--- src/rtl/gpu_circle_sequencer_pkg.sv ---
`default_nettype none
// ============================================================================
// Module      : gpu_circle_sequencer_pkg
// Description : Shared definitions for the circle sequencer: screen geometry,
//               field widths, sequencer state encoding and clip counter width.
//               Ports: none (package only).
// Revision    : 1.0 - initial release
// ============================================================================

// Legacy macro view of the screen geometry for code that still uses the
// gpu_definitions header style.
`ifndef WIDTH
`define WIDTH 640
`endif
`ifndef HEIGHT
`define HEIGHT 480
`endif
`ifndef WIDTH_BITS
`define WIDTH_BITS 10
`endif
`ifndef HEIGHT_BITS
`define HEIGHT_BITS 9
`endif
`ifndef CHANNEL_BITS
`define CHANNEL_BITS 8
`endif

package gpu_circle_sequencer_pkg;

  localparam int WIDTH        = `WIDTH;
  localparam int HEIGHT       = `HEIGHT;
  localparam int WIDTH_BITS   = `WIDTH_BITS;
  localparam int HEIGHT_BITS  = `HEIGHT_BITS;
  localparam int CHANNEL_BITS = `CHANNEL_BITS;
  localparam int OCT_BITS     = 3;
  localparam int CLIP_BITS    = 16;

  // Clip limits in the drawer's native coordinate widths; a wrapped negative
  // coordinate lands above these limits and is clipped the same way.
  localparam logic [WIDTH_BITS-1:0]  X_LIMIT = WIDTH_BITS'(WIDTH);
  localparam logic [HEIGHT_BITS-1:0] Y_LIMIT = HEIGHT_BITS'(HEIGHT);

  typedef enum logic [2:0] {
    SEQ_IDLE   = 3'd0,
    SEQ_SELECT = 3'd1,
    SEQ_LAUNCH = 3'd2,
    SEQ_RUN    = 3'd3,
    SEQ_GAP    = 3'd4,
    SEQ_FINISH = 3'd5
  } seq_state_t;

endpackage

`default_nettype wire

--- src/rtl/gpu_circle_sequencer_next_octant.sv ---
`default_nettype none
// ============================================================================
// Module      : gpu_circle_sequencer_next_octant
// Description : Combinational search for the lowest set octant-mask bit whose
//               index is >= from_i. Used both for the first octant of a
//               command (from_i = 0) and for stepping after each octant
//               (from_i = current + 1, which may be 8 -> nothing found).
// Ports       : mask_i  - 8-bit octant enable mask
//               from_i  - 4-bit lowest index allowed (0..8)
//               idx_o   - selected octant index
//               found_o - high when a qualifying bit exists
// Revision    : 1.0 - initial release
// ============================================================================
module gpu_circle_sequencer_next_octant
  import gpu_circle_sequencer_pkg::*;
(
  input  logic [7:0]          mask_i,
  input  logic [3:0]          from_i,
  output logic [OCT_BITS-1:0] idx_o,
  output logic                found_o
);

  // Scanning downward lets the last hit win, which is the lowest index.
  always_comb begin
    idx_o   = '0;
    found_o = 1'b0;
    for (int k = 7; k >= 0; k--) begin
      if (mask_i[k] && (4'(k) >= from_i)) begin
        idx_o   = OCT_BITS'(k);
        found_o = 1'b1;
      end
    end
  end

endmodule

`default_nettype wire

--- src/rtl/gpu_circle_sequencer.sv ---
`default_nettype none
// ============================================================================
// Module      : gpu_circle_sequencer
// Description : Command-level controller for one octant drawer. Accepts a
//               circle command, runs one start/done pass per enabled octant
//               in ascending order, qualifies the drawer's X/Y into a clipped
//               pixel stream and reports completion.
// Ports       : clk, n_rst (async, active-low)
//               cmd_*_i / cmd_ready_o       - command handshake and fields
//               od_*_o                      - latched command, octant, start
//               od_busy_i/od_done_i/od_x_i/od_y_i - drawer status and point
//               pix_*_o                     - registered pixel stream
//               busy_o, circle_done_o, err_timeout_o, clip_count_o - status
// Revision    : 1.0 - initial release
// ============================================================================
module gpu_circle_sequencer
  import gpu_circle_sequencer_pkg::*;
#(
  parameter int LAUNCH_TIMEOUT = 8,
  parameter int GAP_CYCLES     = 1
) (
  input  logic                    clk,
  input  logic                    n_rst,
  input  logic                    cmd_valid_i,
  output logic                    cmd_ready_o,
  input  logic [WIDTH_BITS-1:0]   cmd_xc_i,
  input  logic [HEIGHT_BITS-1:0]  cmd_yc_i,
  input  logic [WIDTH_BITS-1:0]   cmd_rad_i,
  input  logic [CHANNEL_BITS-1:0] cmd_r_i,
  input  logic [CHANNEL_BITS-1:0] cmd_g_i,
  input  logic [CHANNEL_BITS-1:0] cmd_b_i,
  input  logic [7:0]              cmd_oct_mask_i,
  output logic [WIDTH_BITS-1:0]   od_xc_o,
  output logic [HEIGHT_BITS-1:0]  od_yc_o,
  output logic [WIDTH_BITS-1:0]   od_rad_o,
  output logic [CHANNEL_BITS-1:0] od_r_o,
  output logic [CHANNEL_BITS-1:0] od_g_o,
  output logic [CHANNEL_BITS-1:0] od_b_o,
  output logic [OCT_BITS-1:0]     od_oct_o,
  output logic                    od_start_o,
  input  logic                    od_busy_i,
  input  logic                    od_done_i,
  input  logic [WIDTH_BITS-1:0]   od_x_i,
  input  logic [HEIGHT_BITS-1:0]  od_y_i,
  output logic                    pix_valid_o,
  output logic [WIDTH_BITS-1:0]   pix_x_o,
  output logic [HEIGHT_BITS-1:0]  pix_y_o,
  output logic [CHANNEL_BITS-1:0] pix_r_o,
  output logic [CHANNEL_BITS-1:0] pix_g_o,
  output logic [CHANNEL_BITS-1:0] pix_b_o,
  output logic                    busy_o,
  output logic                    circle_done_o,
  output logic                    err_timeout_o,
  output logic [CLIP_BITS-1:0]    clip_count_o
);

  localparam int TW = (LAUNCH_TIMEOUT > 1) ? $clog2(LAUNCH_TIMEOUT) : 1;
  localparam int GW = (GAP_CYCLES > 1) ? $clog2(GAP_CYCLES) : 1;
  localparam logic [TW-1:0] TIMER_LAST = TW'(LAUNCH_TIMEOUT - 1);
  localparam logic [GW-1:0] GAP_LAST   = GW'(GAP_CYCLES - 1);

  seq_state_t                state_q;
  logic                      cmd_ready_q;
  logic [WIDTH_BITS-1:0]     xc_q;
  logic [HEIGHT_BITS-1:0]    yc_q;
  logic [WIDTH_BITS-1:0]     rad_q;
  logic [CHANNEL_BITS-1:0]   r_q;
  logic [CHANNEL_BITS-1:0]   g_q;
  logic [CHANNEL_BITS-1:0]   b_q;
  logic [7:0]                mask_q;
  logic [OCT_BITS-1:0]       oct_ptr_q;
  logic [OCT_BITS-1:0]       od_oct_q;
  logic                      od_start_q;
  logic [TW-1:0]             timer_q;
  logic [GW-1:0]             gap_q;
  logic                      busy_q;
  logic                      pix_valid_q;
  logic [WIDTH_BITS-1:0]     pix_x_q;
  logic [HEIGHT_BITS-1:0]    pix_y_q;
  logic [CHANNEL_BITS-1:0]   pix_r_q;
  logic [CHANNEL_BITS-1:0]   pix_g_q;
  logic [CHANNEL_BITS-1:0]   pix_b_q;
  logic                      circle_done_q;
  logic                      err_q;
  logic [CLIP_BITS-1:0]      clip_q;

  // In IDLE the search runs over the incoming mask from bit 0; afterwards it
  // steps over the latched mask strictly above the current octant.
  logic [7:0]                search_mask;
  logic [3:0]                search_from;
  logic [OCT_BITS-1:0]       nxt_idx;
  logic                      nxt_found;

  assign search_mask = (state_q == SEQ_IDLE) ? cmd_oct_mask_i : mask_q;
  assign search_from = (state_q == SEQ_IDLE) ? 4'd0 : ({1'b0, oct_ptr_q} + 4'd1);

  gpu_circle_sequencer_next_octant u_next_octant (
    .mask_i  (search_mask),
    .from_i  (search_from),
    .idx_o   (nxt_idx),
    .found_o (nxt_found)
  );

  // The first busy cycle of a pass still shows the previous X/Y; requiring
  // the delayed busy as well skips it while keeping the final iteration.
  logic raw_valid;
  logic clip_hit;

  assign raw_valid = (state_q == SEQ_RUN) && od_busy_i && busy_q;
  assign clip_hit  = (od_x_i >= X_LIMIT) || (od_y_i >= Y_LIMIT);

  always_ff @(posedge clk or negedge n_rst) begin
    if (!n_rst) begin
      state_q       <= SEQ_IDLE;
      cmd_ready_q   <= 1'b0;
      xc_q          <= '0;
      yc_q          <= '0;
      rad_q         <= '0;
      r_q           <= '0;
      g_q           <= '0;
      b_q           <= '0;
      mask_q        <= '0;
      oct_ptr_q     <= '0;
      od_oct_q      <= '0;
      od_start_q    <= 1'b0;
      timer_q       <= '0;
      gap_q         <= '0;
      busy_q        <= 1'b0;
      pix_valid_q   <= 1'b0;
      pix_x_q       <= '0;
      pix_y_q       <= '0;
      pix_r_q       <= '0;
      pix_g_q       <= '0;
      pix_b_q       <= '0;
      circle_done_q <= 1'b0;
      err_q         <= 1'b0;
      clip_q        <= '0;
    end else begin
      circle_done_q <= 1'b0;
      pix_valid_q   <= 1'b0;
      busy_q        <= 1'b0;

      if (raw_valid) begin
        if (clip_hit) begin
          if (clip_q != '1) begin
            clip_q <= clip_q + CLIP_BITS'(1);
          end
        end else begin
          pix_valid_q <= 1'b1;
          pix_x_q     <= od_x_i;
          pix_y_q     <= od_y_i;
          pix_r_q     <= r_q;
          pix_g_q     <= g_q;
          pix_b_q     <= b_q;
        end
      end

      case (state_q)
        SEQ_IDLE: begin
          cmd_ready_q <= 1'b1;
          if (cmd_valid_i && cmd_ready_q) begin
            cmd_ready_q <= 1'b0;
            xc_q        <= cmd_xc_i;
            yc_q        <= cmd_yc_i;
            rad_q       <= cmd_rad_i;
            r_q         <= cmd_r_i;
            g_q         <= cmd_g_i;
            b_q         <= cmd_b_i;
            mask_q      <= cmd_oct_mask_i;
            clip_q      <= '0;
            err_q       <= 1'b0;
            if (nxt_found) begin
              oct_ptr_q <= nxt_idx;
              state_q   <= SEQ_SELECT;
            end else begin
              state_q   <= SEQ_FINISH;
            end
          end
        end

        SEQ_SELECT: begin
          od_oct_q   <= oct_ptr_q;
          od_start_q <= 1'b1;
          timer_q    <= '0;
          state_q    <= SEQ_LAUNCH;
        end

        // od_done is still high from the previous pass here, so only
        // od_busy is trusted as proof the drawer took the start edge.
        SEQ_LAUNCH: begin
          if (od_busy_i) begin
            busy_q  <= 1'b1;
            state_q <= SEQ_RUN;
          end else if (timer_q == TIMER_LAST) begin
            err_q      <= 1'b1;
            od_start_q <= 1'b0;
            state_q    <= SEQ_FINISH;
          end else begin
            timer_q <= timer_q + TW'(1);
          end
        end

        SEQ_RUN: begin
          busy_q <= od_busy_i;
          if (!od_busy_i && od_done_i) begin
            busy_q     <= 1'b0;
            od_start_q <= 1'b0;
            gap_q      <= '0;
            state_q    <= SEQ_GAP;
          end
        end

        // Holding od_start low lets the drawer's edge detector re-arm.
        SEQ_GAP: begin
          if (gap_q == GAP_LAST) begin
            if (nxt_found) begin
              oct_ptr_q <= nxt_idx;
              state_q   <= SEQ_SELECT;
            end else begin
              state_q   <= SEQ_FINISH;
            end
          end else begin
            gap_q <= gap_q + GW'(1);
          end
        end

        SEQ_FINISH: begin
          circle_done_q <= 1'b1;
          cmd_ready_q   <= 1'b1;
          state_q       <= SEQ_IDLE;
        end

        default: begin
          od_start_q <= 1'b0;
          state_q    <= SEQ_IDLE;
        end
      endcase
    end
  end

  assign cmd_ready_o   = cmd_ready_q;
  assign od_xc_o       = xc_q;
  assign od_yc_o       = yc_q;
  assign od_rad_o      = rad_q;
  assign od_r_o        = r_q;
  assign od_g_o        = g_q;
  assign od_b_o        = b_q;
  assign od_oct_o      = od_oct_q;
  assign od_start_o    = od_start_q;
  assign pix_valid_o   = pix_valid_q;
  assign pix_x_o       = pix_x_q;
  assign pix_y_o       = pix_y_q;
  assign pix_r_o       = pix_r_q;
  assign pix_g_o       = pix_g_q;
  assign pix_b_o       = pix_b_q;
  assign busy_o        = (state_q != SEQ_IDLE);
  assign circle_done_o = circle_done_q;
  assign err_timeout_o = err_q;
  assign clip_count_o  = clip_q;

endmodule

`default_nettype wire
--- config.mk ---
export PLATFORM = sky130hd
export DESIGN_NAME = gpu_circle_sequencer
export DESIGN_NICKNAME = d
export VERILOG_FILES = /design/src/rtl/gpu_circle_sequencer_pkg.sv /design/src/rtl/gpu_circle_sequencer_next_octant.sv /design/src/rtl/gpu_circle_sequencer.sv
export SDC_FILE = /design/constraint.sdc
export NUM_CORES = 1
export LEC_CHECK = 0
export BUFFER_PORTS_ARGS = -buffer_cell sky130_fd_sc_hd__buf_2
export CELL_PAD_IN_SITES_DETAIL_PLACEMENT = 1
export CELL_PAD_IN_SITES_GLOBAL_PLACEMENT = 1
export CORE_MARGIN = 4
export CORE_UTILIZATION = 35
export CTS_BUF_LIST = sky130_fd_sc_hd__clkbuf_2 sky130_fd_sc_hd__clkbuf_4 sky130_fd_sc_hd__clkbuf_8
export CTS_CLUSTER_DIAMETER = 40
export CTS_CLUSTER_SIZE = 8
export DETAILED_ROUTE_END_ITERATION = 7
export HOLD_SLACK_MARGIN = 0.05
export PLACE_DENSITY_LB_ADDON = 0.08
export SYNTH_ARGS = -nofsm -noshare
export SYNTH_HDL_FRONTEND = slang
export SYNTH_HIERARCHICAL = 1
export SYNTH_SLANG_ARGS = --single-unit
--- constraint.sdc ---
create_clock -name clk -period 3 [get_ports clk]
set_clock_uncertainty 0.2 [all_clocks]
set_input_delay 0.3 -clock clk [delete_from_list [all_inputs] [get_ports clk]]
set_output_delay 0.3 -clock clk [all_outputs]
set_load 0.05 [all_outputs]
==> run summary, run 1 <==
outcome = complete, no violations
setup TNS = 0 ns
later-pin clock latency in the skew report = 0.44 ns
total number of vias = 5482
postcts setup bufs = 0
Max FO, Critical Path = 9
clock slew at reported path FFs = 0.09 ns
hold path start = od_done_i
commonest non-fill, non-tap cells in the layout = 214 x nand2_1, 204 x buf_2, 138 x dfrtp_1
Register-to-Register Path Depth = 9
fmax = 357.2 MHz
Slew @ Worst Pin = 0.7270 ns
Req. time, crit path = 3.12 ns
CTS max path bufs = 2
Critical Path AT = 2.92 ns
DIE WIDTH = 139.5 um
R2R Path Start = oct_ptr_q[0]
Hold Path Sink = od_start_o
Reg power frac = 0.316
hold crit path type = input pin to flip-flop
via/cell ratio = 4.908
DRT Wirelength = 19110 um
Synth Register Bits = 138
boundary pin count = 206
layout cells sized above 1 = 0.3434
Die ar. = 0.01946 sq mm
Sw Share = 0.5140
Clock Power Share = 0.160
Hold Vio Cnt, Final = 0
H-tree level count = 4
Power Dens Cells = 1107 mW/mm^2
final worst path period share = 0.9333
fin. max-slew vios = 0
YS warnings = 6
Distinct cells, synth = 52
R2R setup slack = 0.20 ns
antenna violations before repair = 0
Post-synth EDFFs = 0
initial detailed-routing violation count = 173
first-pass GRT wire length = 31190 um
die height = 139.5 um
final net count = 973
GP Congestion = 0.8404
syn_nets = 687
P_sw = 4.857 mW
vias in the first global route = 6119
Period minus WS final = 2.800 ns
fin cells = 1117
cts bufs inserted = 17
Netlist Area Pre-Place = 0.006053 sq mm
CTS root buffer = clkbuf_8
CP endpoint kind = flip-flop
Hold Path Depth = 4
Initial DRT Pass Iterations = 4
Routed Antenna Nets = 0
Setup CP Type = flip-flop to flip-flop
post-DR wirelength/cell = 17.10 um
grt total ovfl = 0
DP Cell Count = 1003
most common cell after layout, fill and taps aside = nand2_1
Static Leak = 4.481 nW
Worst VDD drop = 0.5334 mV
# rows = 47
RSZ-0062 raised after global routing = false
Max-cap violations = 0
largest net degree at the start of global routing = 64
Syn Inst Count = 598
placed inst area = 0.007323 sq mm
setup violators final = 0
IO buf count = 205
Post-Syn Area per Cell = 10.12 sq um
CTS Sinks = 138
Logic pwr share = 0.524
Design Area, Final = 0.008538 sq mm
Synth Flop Type = dfrtp_1
R2R Path End = oct_ptr_q[2]
CP Launch Type = flip-flop
total track usage = 0.1971
internal power = 4.592 mW
slew margin rel. = 0.5153
Initial Util = 0.3612
CTS tree = built
Ant. Diodes = 0
Core ar. = 0.01676 sq mm
Post-DP HPWL = 12780 um
register area share after synthesis = 0.5705
# DRC = 0
ys async rst share = 1.000
Area Overhead vs Synth = 41.05%
==> sequential cells by signal (all words and copies together), names as in the netlist, 9 cells and up <==
signal,flops
od_rad_o,10
clip_count_o,16
od_yc_o,9
pix_x_o,10
od_xc_o,10
pix_y_o,9
==> routing by layer <==
metal  GRT usage  wire, um  vias up
li1            -         -     2600
met3     0.04734       952       27
met2      0.3527      9895      141
met4     0.07312       483        0
met1      0.2287      7774     2714
met5           0         0        -
==> layout make-up <==
type                       instances  area, sq um
fill                            1933         8222
sequential                       138         3453
multi-input combinational        419         2411
timing repair buffer             298         1973
tap                              220        275.3
clock buffer                      17        234.0
clock inverter                    15        153.9
inverter                          10        37.54
==> timing repair <==
action	CTS	global route
hold endpoints to repair	137	0
hold buffers	82	0
setup endpoints to repair	0	3
gates resized for setup	0	1
==> metrics by stage <==
step	util	hold WS (ns)	worst slack [ns]	total power, mW
floorplan	-	-0.1956	0.06791	6.647
global route	0.5094	0.1475	0.03520	10.02
CTS	0.5091	0.05558	0.1298	9.529
detailed placement	0.4370	0.09734	0.1503	7.895
finish	0.5094	0.07813	0.2002	9.449
global placement	0.4370	0.09313	0.2809	7.743
==> kinds of logic after synthesis <==
kind of cell | Yosys count | share of synthesized area
DFF | 138 | 0.5705
muxes | 53 | 0.09818
AOI/OAI and AO/OA | 65 | 0.07193
adders and majority gates | 4 | 0.008268
and+or+nand+nor | 296 | 0.2150
xor gates and xnor gates | 1 | 0.001447
buffers and inverters | 41 | 0.03472
==> cells in the mapped netlist (4+ instances only) <==
cell,n,area share
or4_1,8,0.0099
clkbuf_1,11,0.0068
o31ai_1,7,0.0087
a21oi_1,19,0.016
a211oi_1,4,0.0050
inv_1,10,0.0062
o21ai_0,11,0.0091
mux2_2,51,0.095
and4_1,4,0.0058
nand2_1,215,0.13
nand2b_1,7,0.0072
nand3_1,6,0.0050
buf_2,15,0.012
nand4_1,6,0.0062
ha_1,4,0.0083
nor3_1,8,0.0066
buf_6,5,0.0093
dfrtp_1,138,0.57
nor2_1,22,0.014
==> worst max-delay path by stage <==
stage	from	end	slack [ns]	cells past startpoint
6_report	oct_ptr_q[0]	oct_ptr_q[2]	0.20	9
5_1_grt	oct_ptr_q[0]	oct_ptr_q[2]	0.04	9
4_1_cts	state_q[2]	oct_ptr_q[2]	0.13	9
3_5_place_dp	state_q[2]	oct_ptr_q[2]	0.15	9
3_3_place_gp	state_q[2]	oct_ptr_q[1]	0.28	9
2_1_floorplan	state_q[0]	oct_ptr_q[0]	0.07	12
==> critical path, cell delays in order, from the launching register on <==
cell and delay, ns:
dfrtp_1 0.42, ha_1 0.22, xnor2_1 0.13, nor2_1 0.46
nand3_2 0.15, a21oi_1 0.28, a2bb2oi_1 0.24, nand2b_1 0.11
o211a_1 0.17, mux2_2 0.29
==> power by group through the flow <==
stage,Clock (mW),Combinational (mW),Sequential (mW)
after global routing,1.65,5.29,3.08
after global placement,0,4.77,2.97
after detailed placement,0,4.88,3.02
final,1.51,4.95,2.99
after CTS,1.57,4.97,2.98
after floorplan,0,1.62,5.02
(Power assumes the default switching activity.)
==> run 2, diff against run 1 <==
REMOVE_ABC_BUFFERS = 1   (was default)
==> run 2 against run 1 <==
Compared with the run above: cell count is 0.18% higher; worst setup slack better by 0.15 ns; final area is 0.18% higher; sequential share of layout area is 0.071 points lower; register-to-register slack better by 0.15 ns; routed wire length is 2.5% lower; total power is 0.74% higher; via count hardly changed; clock-buffer cell count is 1 higher; non-clock buffer count is 2 higher; die area stayed put; first-iteration DRC count is 16% higher; critical endpoint is now oct_ptr_q[0]; highest routed layer unchanged.
==> run summary, run 2 (synthesized netlist as in run 1, its figures left out) <==
die height = 139.5 um (unchanged)
Static Leak = 4.491 nW (+0.21%)
RSZ-0062 raised after global routing = false
Setup CP Type = flip-flop to flip-flop
CP endpoint kind = flip-flop
DRT Wirelength = 18620 um (-2.5%)
Critical Path AT = 2.78 ns (-0.14 ns)
R2R Path Start = state_q[2]
Max-cap violations = 0 (unchanged)
GP Congestion = 0.7699 (-8.4%)
CTS max path bufs = 2 (unchanged)
R2R Path End = oct_ptr_q[0]
CP delay by family, top = simple AND/OR/NAND/NOR gates
CTS root buffer = clkbuf_8
H-tree level count = 4 (unchanged)
# fillers = 1956 (+1.2%)
setup TNS = 0 ns (unchanged)
Placement Setup Slack = 0.3827 ns (+0.2324 ns)
boundary pin count = 206 (unchanged)
Core ar. = 0.01676 sq mm (unchanged)
later-pin clock latency in the skew report = 0.44 ns (about the same)
Req. time, crit path = 3.13 ns (about the same)
Worst VDD drop = 0.6172 mV (+16%)
Max FO, Critical Path = 14 (+5)
# rows = 47 (unchanged)
grt total ovfl = 0 (unchanged)
Period minus WS final = 2.654 ns (-0.1453 ns)
WP buf/inv = 1 (+1)
Power Dens Cells = 1113 mW/mm^2 (+0.56%)
Post-DP HPWL = 12510 um (-2.1%)
max FFs per register = 16 (unchanged)
Hold Vio Cnt, Final = 0 (unchanged)
Register-to-Register Path Depth = 9 (unchanged)
initial detailed-routing violation count = 201 (+16%)
Storage cell area = 0.003453 sq mm (unchanged)
Die ar. = 0.01946 sq mm (unchanged)
CP Launch Type = flip-flop
clock slew at reported path FFs = 0.08 ns (about the same)
Slew @ Worst Pin = 0.8360 ns (+0.1090 ns)
hold crit path type = input pin to asynchronous set/reset pin
PnR worst setup slack = 0.3455 ns (+0.1453 ns)
CP max stage delay = 0.50 ns (+0.04 ns)
final worst path period share = 0.8848 (-0.04843)
largest net degree at the start of global routing = 79 (+23%)
Initial DRT Pass Iterations = 4 (unchanged)
layout cells sized above 1 = 0.3426 (-0.0007639)
final net count = 975 (+0.21%)
postcts setup bufs = 0 (unchanged)
WHS = 0.2313 ns (+0.1532 ns)
Routed Antenna Nets = 0 (unchanged)
CTS Sinks = 138 (unchanged)
area of the multi-input gates = 0.002400 sq mm (-0.47%)
most common cell after layout, fill and taps aside = nand2_1
total number of vias = 5481 (-0.018%)
via/cell ratio = 4.898 (-0.20%)
DP Cell Count = 1004 (+0.10%)
Ant. Diodes = 0 (unchanged)
cts bufs inserted = 17 (unchanged)
first-pass GRT wire length = 30690 um (-1.6%)
total track usage = 0.1939 (-0.003181)
fmax = 376.7 MHz (+5.5%)
DIE WIDTH = 139.5 um (unchanged)
critical path depth = 9 (unchanged)
post-DR wirelength/cell = 16.64 um (-2.7%)
Area Overhead vs Synth = 41.30%
slew margin rel. = 0.4385 (-0.07682)
Initial Util = 0.3612 (unchanged)
setup violators final = 0 (unchanged)
CTS tree = built
IO buf count = 205 (unchanged)
fin cells = 1119 (+0.18%)
antenna violations before repair = 0 (unchanged)
Overall Power = 9.519 mW (+0.74%)
vias in the first global route = 5965 (-2.5%)
fin. max-slew vios = 0 (unchanged)
R2R setup slack = 0.35 ns (+0.15 ns)
Cell Chain, Critical Path = nor3_1, buf_4, nor2_1, nand3_2, a21oi_1, a2bb2oi_1, nand2b_1, o211a_1, mux2_2
commonest non-fill, non-tap cells in the layout = 214 x nand2_1, 204 x buf_2, 138 x dfrtp_1
# DRC = 0 (unchanged)
Slowest-stage cell, CP = dfrtp_1
outcome = complete, no violations
## run 2: metal layers
metal / global-route usage / vias up / share of wire
li1: - / 2595 / -
met1: 0.2287 / 2711 / 0.41
met2: 0.3397 / 150 / 0.51
met3: 0.05352 / 25 / 0.059
met4: 0.06797 / 0 / 0.022
met5: 0 / - / 0
## run 2: worst register-to-register path, cell delays in order (launching register included)
cell and delay [ns]:
dfrtp_1 0.50, nor3_1 0.10, buf_4 0.20, nor2_1 0.40
nand3_2 0.14, a21oi_1 0.22, a2bb2oi_1 0.22, nand2b_1 0.12
o211a_1 0.17, mux2_2 0.29
## run 2: stage by stage
step / utilization / area [sq um]
3_3_place_gp: 0.4364 / 7313
2_1_floorplan: - / 5881
5_1_grt: 0.5103 / 8553
4_1_cts: 0.5103 / 8553
6_report: 0.5103 / 8553
3_5_place_dp: 0.4364 / 7313
## run 2: what timing repair did
action                                  4_1_cts  5_1_grt
hold buffers                                 83        0
endpoints found under the setup margin        0        0
hold endpoints to repair                    149        0
resized for setup                             0        0
## run 2: area by class of cell
cell class,instances,share of cell area
repair buffers,300,0.2313
inverters,10,0.004389
flip-flops and latches,138,0.4037
multi-input cells,419,0.2806
well taps,220,0.03218
clock inverters,14,0.01887
clock buffers,18,0.02896
## run 2: how the worst max path moves through the flow
| stage | from | end | slack, ns |
|---|---|---|---|
| after floorplan | state_q[1] | oct_ptr_q[0] | -0.73 |
| after global placement | state_q[2] | oct_ptr_q[2] | 0.51 |
| after detailed placement | state_q[2] | oct_ptr_q[0] | 0.38 |
| after CTS | state_q[2] | oct_ptr_q[0] | 0.37 |
| after global routing | state_q[2] | oct_ptr_q[0] | 0.11 |
| final | state_q[2] | oct_ptr_q[0] | 0.35 |
## run 2: where the power goes
part / internal, mW / leakage (nW) / switching [mW] / total, mW
registers: 2.56 / 1.79 / 0.431 / 2.99
logic: 1.35 / 2.50 / 3.60 / 4.95
clock network: 0.780 / 0.203 / 0.795 / 1.57
